<file path="config.mk">
export PLATFORM = sky130hd
export DESIGN_NAME = counter_ctrl
export DESIGN_NICKNAME = d
export VERILOG_FILES = /design/src/rtl/counter_ctrl.sv
export SDC_FILE = /design/constraint.sdc
export NUM_CORES = 1
export LEC_CHECK = 0
export ABC_AREA = 1
export BUFFER_PORTS_ARGS = -buffer_cell sky130_fd_sc_hd__buf_2
export CAP_MARGIN = 20
export CORE_MARGIN = 2
export CORE_UTILIZATION = 45
export CTS_BUF_LIST = sky130_fd_sc_hd__clkbuf_8
export DETAILED_ROUTE_END_ITERATION = 12
export PLACE_DENSITY = 0.73
export SETUP_SLACK_MARGIN = 0.4
export SYNTH_ARGS = -nofsm -noshare
export SYNTH_HDL_FRONTEND = slang
export SYNTH_SLANG_ARGS = --single-unit
</file>
<file path="constraint.sdc">
create_clock -name clk -period 4.37 [get_ports clk]
set_clock_uncertainty 0.2 [all_clocks]
set_input_delay 0.437 -clock clk [delete_from_list [all_inputs] [get_ports clk]]
set_output_delay 0.437 -clock clk [all_outputs]
set_load 0.005 [all_outputs]
</file>
<file path="src/rtl/counter_ctrl.sv">
// counter_ctrl
// Sequencing controller for a 4-bit up-counter. A start command, sampled
// only in IDLE, latches a target count and a repeat count. The controller
// then runs that many passes. Each pass is one clear cycle followed by
// counting up to the target.
//
// Ports
//   clk        in   system clock, rising edge
//   reset      in   asynchronous active-low reset
//   start      in   command strobe, accepted only in IDLE
//   target[3:0]   in   count value that ends each pass (latched on start)
//   repeats[3:0]  in   number of passes, 0 means 1 (latched on start)
//   pause      in   level, forces cnt_enable low while high
//   abort      in   level, ends a run in CLEAR or RUN
//   count[3:0]    in   registered counter output
//   cnt_enable out  counter enable (combinational)
//   cnt_clear  out  counter synchronous clear (registered)
//   busy       out  high in CLEAR and RUN
//   done       out  one-cycle pulse on normal completion
//   aborted    out  one-cycle pulse on abort
//   pass_idx[3:0] out  current pass index, starting at 0
//   dbg_state[2:0] out FSM state for observation (0 IDLE, 1 CLEAR, 2 RUN,
//                      3 DONE, 4 ABRT)
//
// Command handshake: there is no ready signal. A start is accepted exactly
// when it is high at a rising edge while the FSM is in IDLE. A start in any
// other state is dropped, not queued.

module counter_ctrl (
  input  logic       clk,
  input  logic       reset,
  input  logic       start,
  input  logic [3:0] target,
  input  logic [3:0] repeats,
  input  logic       pause,
  input  logic       abort,
  input  logic [3:0] count,
  output logic       cnt_enable,
  output logic       cnt_clear,
  output logic       busy,
  output logic       done,
  output logic       aborted,
  output logic [3:0] pass_idx,
  output logic [2:0] dbg_state
);

  typedef enum logic [2:0] {
    S_IDLE  = 3'd0,
    S_CLEAR = 3'd1,
    S_RUN   = 3'd2,
    S_DONE  = 3'd3,
    S_ABRT  = 3'd4
  } state_t;

  state_t     r_state;
  state_t     w_next;
  logic [3:0] r_tgt;
  logic [3:0] r_rep;
  logic [3:0] r_pass_idx;
  logic [3:0] w_pass_next;
  logic       w_load;
  logic [3:0] w_rep_in;
  logic       w_hit;
  logic       w_last;
  logic       r_cnt_clear;
  logic       r_busy;
  logic       r_done;
  logic       r_aborted;

  assign w_rep_in = (repeats == 4'd0) ? 4'd1 : repeats;
  assign w_hit    = (count == r_tgt);
  // r_rep is never 0 after a load, so rep-1 does not underflow.
  assign w_last   = (r_pass_idx == (r_rep - 4'd1));

  // Next-state logic. abort is checked before completion so that an abort
  // in the completing cycle yields only the aborted pulse.
  always_comb begin
    w_next      = r_state;
    w_load      = 1'b0;
    w_pass_next = r_pass_idx;
    case (r_state)
      S_IDLE: begin
        if (start) begin
          w_load      = 1'b1;
          w_pass_next = 4'd0;
          w_next      = S_CLEAR;
        end
      end
      S_CLEAR: begin
        if (abort) w_next = S_ABRT;
        else       w_next = S_RUN;
      end
      S_RUN: begin
        if (abort) begin
          w_next = S_ABRT;
        end else if (w_hit) begin
          if (w_last) begin
            w_next = S_DONE;
          end else begin
            w_pass_next = r_pass_idx + 4'd1;
            w_next      = S_CLEAR;
          end
        end
      end
      S_DONE:  w_next = S_IDLE;
      S_ABRT:  w_next = S_IDLE;
      default: w_next = S_IDLE;
    endcase
  end

  always_ff @(posedge clk or negedge reset) begin
    if (!reset) begin
      r_state    <= S_IDLE;
      r_tgt      <= 4'd0;
      r_rep      <= 4'd0;
      r_pass_idx <= 4'd0;
    end else begin
      r_state    <= w_next;
      r_pass_idx <= w_pass_next;
      if (w_load) begin
        r_tgt <= target;
        r_rep <= w_rep_in;
      end
    end
  end

  // Moore outputs registered from the next state, so they line up with the
  // state they describe and come straight from flops.
  always_ff @(posedge clk or negedge reset) begin
    if (!reset) begin
      r_cnt_clear <= 1'b0;
      r_busy      <= 1'b0;
      r_done      <= 1'b0;
      r_aborted   <= 1'b0;
    end else begin
      r_cnt_clear <= (w_next == S_CLEAR);
      r_busy      <= (w_next == S_CLEAR) || (w_next == S_RUN);
      r_done      <= (w_next == S_DONE);
      r_aborted   <= (w_next == S_ABRT);
    end
  end

  // Counting stops at the target on its own. pause only gates counting, so
  // completion is still seen while paused.
  assign cnt_enable = (r_state == S_RUN) & ~pause & ~w_hit;
  assign cnt_clear  = r_cnt_clear;
  assign busy       = r_busy;
  assign done       = r_done;
  assign aborted    = r_aborted;
  assign pass_idx   = r_pass_idx;
  assign dbg_state  = r_state;

endmodule

</file>
After elaboration in Yosys (flattened, before gate mapping)
Cells that the tools add are included.
{"block": "classes", "bitwise_logic": 4, "reduce_logical": 5, "n_mux": 14, "addsub": 2, "n_eq_ne": 12}
{"operator": "$mux 4", "count": 5}
{"operator": "$mux 3", "count": 4}
{"operator": "$eq 3x2->1 const B", "count": 3}
{"operator": "$pmux 3 s3", "count": 1}
{"operator": "$eq 4x4->1", "count": 2}
{"operator": "$ne 2x2->1 const B", "count": 4}
{"operator": "$pmux 4 s2", "count": 1}
{"operator": "$eq 3x1->1 const B", "count": 2}
{"operator": "$reduce_and 5->1", "count": 1}
{"operator": "$add 4x1->4 const B", "count": 1}
{"operator": "$logic_not 4->1", "count": 1}
{"operator": "$sub 4x1->4 const B", "count": 1}
{"operator": "$eq 3x3->1 const B", "count": 1}
{"operator": "$logic_not 3->1", "count": 1}
{"operator": "$and 1x1->1", "count": 2}
{"operator": "$mux 1", "count": 2}
{"operator": "$mux 2", "count": 1}
{"operator": "$not 1->1", "count": 2}
{"operator": "$reduce_bool 2->1", "count": 1}
{"operator": "$logic_or 1x1->1", "count": 1}
{"block": "totals", "register_bits": 19, "out_inout_bits": 12, "wordCells": 45}

Depth between registers and ports, before layout
{"block": "logic_depth", "word_depth": 8, "ltp_mapped": 12, "depth_no_buf": 12}

Least setup slack after synthesis
OpenSTA, ideal clock, no wires.
{"block": "synth_timing", "kind": "register to register", "startpoint": "register r_rep[0]", "endpoint": "register r_busy, in the netlist busy", "n_path_buf": 0, "setup_ns": 0.117, "arrival_time_ns": 1.342, "slack_ns": 2.711, "stages_incl_launch_ff": 11, "cell_sequence": "dfrtp_1 -> inv_1 -> ha_1 -> nand2_1 -> inv_1 -> nor2_1 -> nand2_1 -> nor2_2 -> nand3_4 -> nand2_4 -> nand2_1"}
{"block": "synth_via", "elab_chain_cells": 8, "word_cells_on_any_way": 9}
{"item": "from (decl)", "line_no": "58", "rtl": "logic [3:0] r_rep;"}
{"item": "from (signal assigned)", "line_no": "122", "rtl": "r_rep <= w_rep_in;"}
{"item": "$sub 4x1->4 *", "line_no": "73", "rtl": "assign w_last = (r_pass_idx == (r_rep - 4'd1));"}
{"item": "$eq 4x4->1 *", "line_no": "73"}
{"item": "$mux 2 *", "line_no": "97", "rtl": "if (w_last) begin"}
{"item": "$mux 3 *", "line_no": "96", "rtl": "end else if (w_hit) begin"}
{"item": "$mux 3 *", "line_no": "94", "rtl": "if (abort) begin"}
{"item": "$pmux 3 s3 *", "line_no": "81", "rtl": "case (r_state)"}
{"item": "$eq 3x1->1 or $eq 3x2->1 (tied branches)", "line_no": "137", "rtl": "r_busy <= (w_next == S_CLEAR) || (w_next == S_RUN);"}
{"item": "$logic_or 1x1->1 *", "line_no": "137"}
{"item": "to (signal assigned)", "line_no": "137"}
{"item": "to (decl)", "line_no": "66", "rtl": "logic r_busy;"}
Mark *: on every way between the ends. The rest lies on a longest branch, timed or not.
A chain may end at the register's enable or synchronous reset.

Worst setup path after layout
{"block": "layout_timing", "startpoint": "register r_state[0], in the netlist dbg_state[0]", "endpoint": "output port cnt_enable"}
{"block": "layout_via", "elab_chain_cells": 3}
{"item": "from (decl)", "line_no": "55", "rtl": "state_t r_state;"}
{"item": "from (signal assigned)", "line_no": "118", "rtl": "r_state <= w_next;"}
{"item": "$eq 3x2->1", "line_no": "145", "rtl": "assign cnt_enable = (r_state == S_RUN) & ~pause & ~w_hit;"}
{"item": "$and 1x1->1 (2 in a row)", "line_no": "145"}
{"item": "to (decl)", "line_no": "38", "rtl": "output logic cnt_enable,"}
Every way passes these cells.

==> flow_summary.html <==
<table>
<tr><th>Metric</th><th>Value</th></tr>
<tr><th colspan="2">Status</th></tr>
<tr><td>Run status</td><td>finished, final reports clean</td></tr>
<tr><th colspan="2">Power</th></tr>
<tr><td>Leakage power of the design</td><td>0.781 nW</td></tr>
<tr><td>Relative contribution of sequential cells to total power</td><td>38.4%</td></tr>
<tr><td>P_int</td><td>0.000439 W</td></tr>
<tr><td>Sw Share</td><td>42.5%</td></tr>
<tr><td>Max VDD drop</td><td>around 0.28 mV</td></tr>
<tr><td>Combinational power share</td><td>46.0%</td></tr>
<tr><td>Clock share of power</td><td>approximately 16%</td></tr>
<tr><td>Net switching power of the design</td><td>0.000324 W</td></tr>
<tr><td>Power per Cell Area</td><td>594 nW/µm²</td></tr>
<tr><th colspan="2">Final layout</th></tr>
<tr><td>Fillers</td><td>about 220</td></tr>
<tr><td>Fraction of final layout cells with drive strength greater than 1</td><td>24.3%</td></tr>
<tr><td>Number of nets in the final layout</td><td>193</td></tr>
<tr><td>Synthesis-to-layout area growth</td><td>21.3%</td></tr>
<tr><td>Post-route core utilization</td><td>58.1%</td></tr>
<tr><td>Antenna diodes</td><td>0</td></tr>
<tr><th colspan="2">Critical path</th></tr>
<tr><td>Largest fanout on the critical path</td><td>6</td></tr>
<tr><td>Setup CP Type</td><td>flop to output pin</td></tr>
<tr><td>Beginning of the critical path</td><td>dbg_state[0]</td></tr>
<tr><td>Capturing point of the worst reg2reg path</td><td>pass_idx[3]</td></tr>
<tr><td>Worst reg-to-reg setup slack</td><td>2560 ps</td></tr>
<tr><td>Worst endpoint data arrival time</td><td>1300 ps</td></tr>
<tr><td>Worst Setup End Kind</td><td>output pin</td></tr>
<tr><td>Logic depth of the worst register-to-register path</td><td>11</td></tr>
<tr><td>Critical path data required time</td><td>approximately 3700 ps</td></tr>
<tr><td>Critical path capture point</td><td>cnt_enable</td></tr>
<tr><td>Critical Path Start Type</td><td>flop</td></tr>
<tr><td>RR Startpoint</td><td>r_rep[0]</td></tr>
<tr><th colspan="2">STA</th></tr>
<tr><td>Final clock period utilization by the worst path</td><td>44.4%</td></tr>
<tr><td>Endpoints failing setup</td><td>0</td></tr>
<tr><td>Number of hold violations in the final report</td><td>0</td></tr>
<tr><td>Worst-margin pin slew</td><td>432 ps</td></tr>
<tr><td>Final critical path time including I/O delays and setup</td><td>1940 ps</td></tr>
<tr><td>Max_slew headroom</td><td>71.2%</td></tr>
<tr><td>Count of final max-slew check failures</td><td>0</td></tr>
<tr><td>RSZ-0062 raised after global routing</td><td>no</td></tr>
<tr><td>Highest Clock Rate</td><td>515 MHz</td></tr>
<tr><td>Setup total negative slack</td><td>0 ps</td></tr>
<tr><th colspan="2">Synth</th></tr>
<tr><td>Sequential cell area fraction in the yosys report</td><td>roughly 45%</td></tr>
<tr><td>Top area cells in the synthesized netlist</td><td>sky130_fd_sc_hd__dfrtp_1 45%, sky130_fd_sc_hd__nand2_1 15%, sky130_fd_sc_hd__inv_1 8.9%, sky130_fd_sc_hd__nor2_1 6.4%, sky130_fd_sc_hd__nand3_1 4.3%</td></tr>
<tr><td>Mapped cell area</td><td>1060 µm²</td></tr>
<tr><td>Most area-hungry cell type in the Yosys netlist</td><td>sky130_fd_sc_hd__dfrtp_1</td></tr>
<tr><td>Mean area per synthesized cell</td><td>roughly 7.5 µm²</td></tr>
<tr><td>Count of mapped cells out of synthesis</td><td>141</td></tr>
<tr><td>Count of yosys warnings during synthesis</td><td>0</td></tr>
<tr><td>Distinct cells, synth</td><td>20</td></tr>
<tr><td>Net Count, Synth</td><td>160</td></tr>
<tr><td>Seq cells post-synth</td><td>19</td></tr>
<tr><td>Fraction of synthesized cell area taken by the top area cell type</td><td>between 40% and 50%</td></tr>
<tr><th colspan="2">Global routing</th></tr>
<tr><td>Pin count of the biggest net entering global routing</td><td>20</td></tr>
<tr><td>First-pass GRT wire length</td><td>3.69 mm</td></tr>
<tr><td>Gr ovfl total</td><td>0</td></tr>
<tr><td>GR Util All Layers</td><td>18.0%</td></tr>
<tr><td>Initial antenna violation count</td><td>0</td></tr>
<tr><td>Vias in the first global route</td><td>roughly 900</td></tr>
<tr><th colspan="2">Detailed routing</th></tr>
<tr><td>DR pass1 iterations</td><td>4</td></tr>
<tr><td>Iteration-0 DRC count of the detailed router</td><td>12</td></tr>
<tr><td>Vias post-DR</td><td>948</td></tr>
<tr><td>Post-route DRC violation count</td><td>0</td></tr>
<tr><td>Antenna Nets Post-Route</td><td>0</td></tr>
<tr><td>Vias/cell</td><td>about 4.7</td></tr>
<tr><td>WL/cell</td><td>10.4 µm</td></tr>
<tr><td>Total wirelength of the detailed-routed design</td><td>2.09 mm</td></tr>
<tr><th colspan="2">Placement</th></tr>
<tr><td>Gpl congestion</td><td>between 0.7 and 0.8</td></tr>
<tr><td>Buffers on Ports</td><td>28</td></tr>
<tr><td>Detailed placer's ending HPWL</td><td>1.62 mm</td></tr>
<tr><th colspan="2">Die</th></tr>
<tr><td>Width of the chip</td><td>52.5 µm</td></tr>
<tr><td>Die boundary height</td><td>52.5 µm</td></tr>
<tr><td>Number of top-level pins</td><td>29</td></tr>
<tr><td>Number of placement rows</td><td>17</td></tr>
<tr><td>Floorplan die area</td><td>2760 µm²</td></tr>
<tr><td>Core region area</td><td>2210 µm²</td></tr>
<tr><td>Starting utilization of the core area</td><td>47.9%</td></tr>
<tr><th colspan="2">CTS</th></tr>
<tr><td>Count of instances resized after the clock tree is built</td><td>0</td></tr>
<tr><td>Clock Latency Late Sink</td><td>250 ps</td></tr>
<tr><td>TritonCTS clock tree</td><td>built</td></tr>
<tr><td>Post-CTS setup repair buffer count</td><td>0</td></tr>
<tr><td>H-tree depth reported by CTS</td><td>1</td></tr>
<tr><td>Maximum root-to-sink buffer count</td><td>2</td></tr>
<tr><td>CTS buffer count</td><td>3</td></tr>
<tr><td>Cell at the root of the clock tree</td><td>sky130_fd_sc_hd__clkbuf_8</td></tr>
<tr><td>Clock transition at the registers of the reported paths</td><td>70 ps</td></tr>
<tr><td>Clock Sink Count</td><td>19</td></tr>
<tr><th colspan="2">Run</th></tr>
<tr><td>Max-cap check violation count</td><td>0</td></tr>
<tr><th colspan="2">Worst hold path</th></tr>
<tr><td>HP Class</td><td>primary input to flop</td></tr>
</table>
==> cells in the final DEF (no fill, tap or decap) <==
master and count:
sky130_fd_sc_hd__nand2_1 42, sky130_fd_sc_hd__buf_2 28, sky130_fd_sc_hd__inv_1 26, sky130_fd_sc_hd__dfrtp_1 19, sky130_fd_sc_hd__nor2_1 18, sky130_fd_sc_hd__nand3_1 9, sky130_fd_sc_hd__o21ai_0 4, sky130_fd_sc_hd__a21oi_1 4
sky130_fd_sc_hd__xor2_1 3, sky130_fd_sc_hd__clkbuf_8 3, sky130_fd_sc_hd__nor2_2 2, sky130_fd_sc_hd__nand2_2 2, sky130_fd_sc_hd__nand2_4 2, sky130_fd_sc_hd__xnor2_1 2, sky130_fd_sc_hd__ha_1 2, sky130_fd_sc_hd__clkinv_2 1
sky130_fd_sc_hd__inv_2 1, sky130_fd_sc_hd__nand3_2 1, sky130_fd_sc_hd__o21ai_4 1, sky130_fd_sc_hd__nand3_4 1, sky130_fd_sc_hd__a31oi_1 1, sky130_fd_sc_hd__dlygate4sd3_1 1
==> cells in the mapped netlist <==
master	n
sky130_fd_sc_hd__xnor2_1	2
sky130_fd_sc_hd__o21ai_0	4
sky130_fd_sc_hd__nand3_2	1
sky130_fd_sc_hd__nor2_2	2
sky130_fd_sc_hd__nand2_4	2
sky130_fd_sc_hd__inv_2	1
sky130_fd_sc_hd__o21ai_4	1
sky130_fd_sc_hd__xor2_1	3
sky130_fd_sc_hd__a21oi_1	4
sky130_fd_sc_hd__dfrtp_1	19
sky130_fd_sc_hd__a31oi_1	1
sky130_fd_sc_hd__nor2_1	18
sky130_fd_sc_hd__nand2_2	2
sky130_fd_sc_hd__ha_1	2
sky130_fd_sc_hd__nand2_1	42
sky130_fd_sc_hd__inv_1	25
sky130_fd_sc_hd__nand3_4	1
sky130_fd_sc_hd__buf_2	1
sky130_fd_sc_hd__nand3_1	9
sky130_fd_sc_hd__clkinv_2	1
==> cell type report <==
class / count / area (µm²) / share of cell area [%]
clock buffer: 3 / 41.3 / 3.21
clock inverter: 1 / 3.75 / 0.292
inverter: 27 / 103 / 7.98
multi-input combinational: 94 / 477 / 37.1
sequential: 19 / 475 / 37.0
tap: 28 / 35.0 / 2.73
timing repair buffer: 29 / 150 / 11.7
==> logic make-up after synthesis <==
family / Yosys count / synth area share, %
XOR/XNOR: 5 / 4.13
AO/OA/AOI/OAI: 10 / 5.90
AND/OR/NAND/NOR: 77 / 32.6
adder cells (fa/ha/maj): 2 / 2.36
flip-flops: 19 / 44.9
buffers and inverters: 28 / 10.2
==> stage by stage <==
step | total power (W) | setup slack (ps) | hold slack, ps | area, µm² | instances
CTS | 0.000775 | 2410 | 236 | 1280 | 201
detailed placement | 0.000653 | 2560 | 207 | 1230 | 196
finish | 0.000763 | 2430 | 239 | 1280 | 201
global route | 0.000850 | 2330 | 256 | 1280 | 201
floorplan | 0.000554 | 2710 | -58.6 | 1060 | 141
global placement | 0.000633 | 2580 | 196 | 1230 | 196
==> worst max-delay path, stage by stage, from the launching register on <==
cell	delay (ps)
sky130_fd_sc_hd__dfrtp_1	410
sky130_fd_sc_hd__nor2_2	160
sky130_fd_sc_hd__nand2_2	130
sky130_fd_sc_hd__clkinv_2	90
sky130_fd_sc_hd__nand2_1	60
sky130_fd_sc_hd__nor2_1	90
sky130_fd_sc_hd__buf_2	110
==> worst min path at each step <==
stage,start,end,slack (ps),depth (start not counted)
floorplan,reset,aborted,-60,0
global placement,reset,r_rep[3],200,1
detailed placement,reset,r_rep[3],210,1
CTS,target[1],r_tgt[1],240,3
global route,target[2],r_tgt[2],260,3
finish,target[2],r_tgt[2],240,3
==> state kept, by name (all words and copies together) (netlist names) <==
name       flops
aborted        1
busy           1
cnt_clear      1
dbg_state      3
done           1
pass_idx       4
r_rep          4
r_tgt          4
==> layer usage <==
metal | part of all wire, % | global-route usage (%)
met4 | 0.43 | 3.85
met5 | 0 | 0
met3 | 3.1 | 3.43
met2 | 53 | 33.1
met1 | 43 | 21.4
==> power by group through the flow <==
stage | Sequential [W] | Combinational [W] | Clock (W)
after floorplan | 0.000293 | 0.000261 | 0
after global placement | 0.000294 | 0.000340 | 0
after detailed placement | 0.000297 | 0.000356 | 0
after CTS | 0.000293 | 0.000358 | 0.000123
after global routing | 0.000304 | 0.000415 | 0.000131
final | 0.000293 | 0.000351 | 0.000119
==> timing repair <==
item | in CTS | in global routing
hold endpoints to repair | 19 | 0
hold buffers | 1 | 0
setup endpoints to repair | 0 | 0
(Power assumes the default switching activity.)
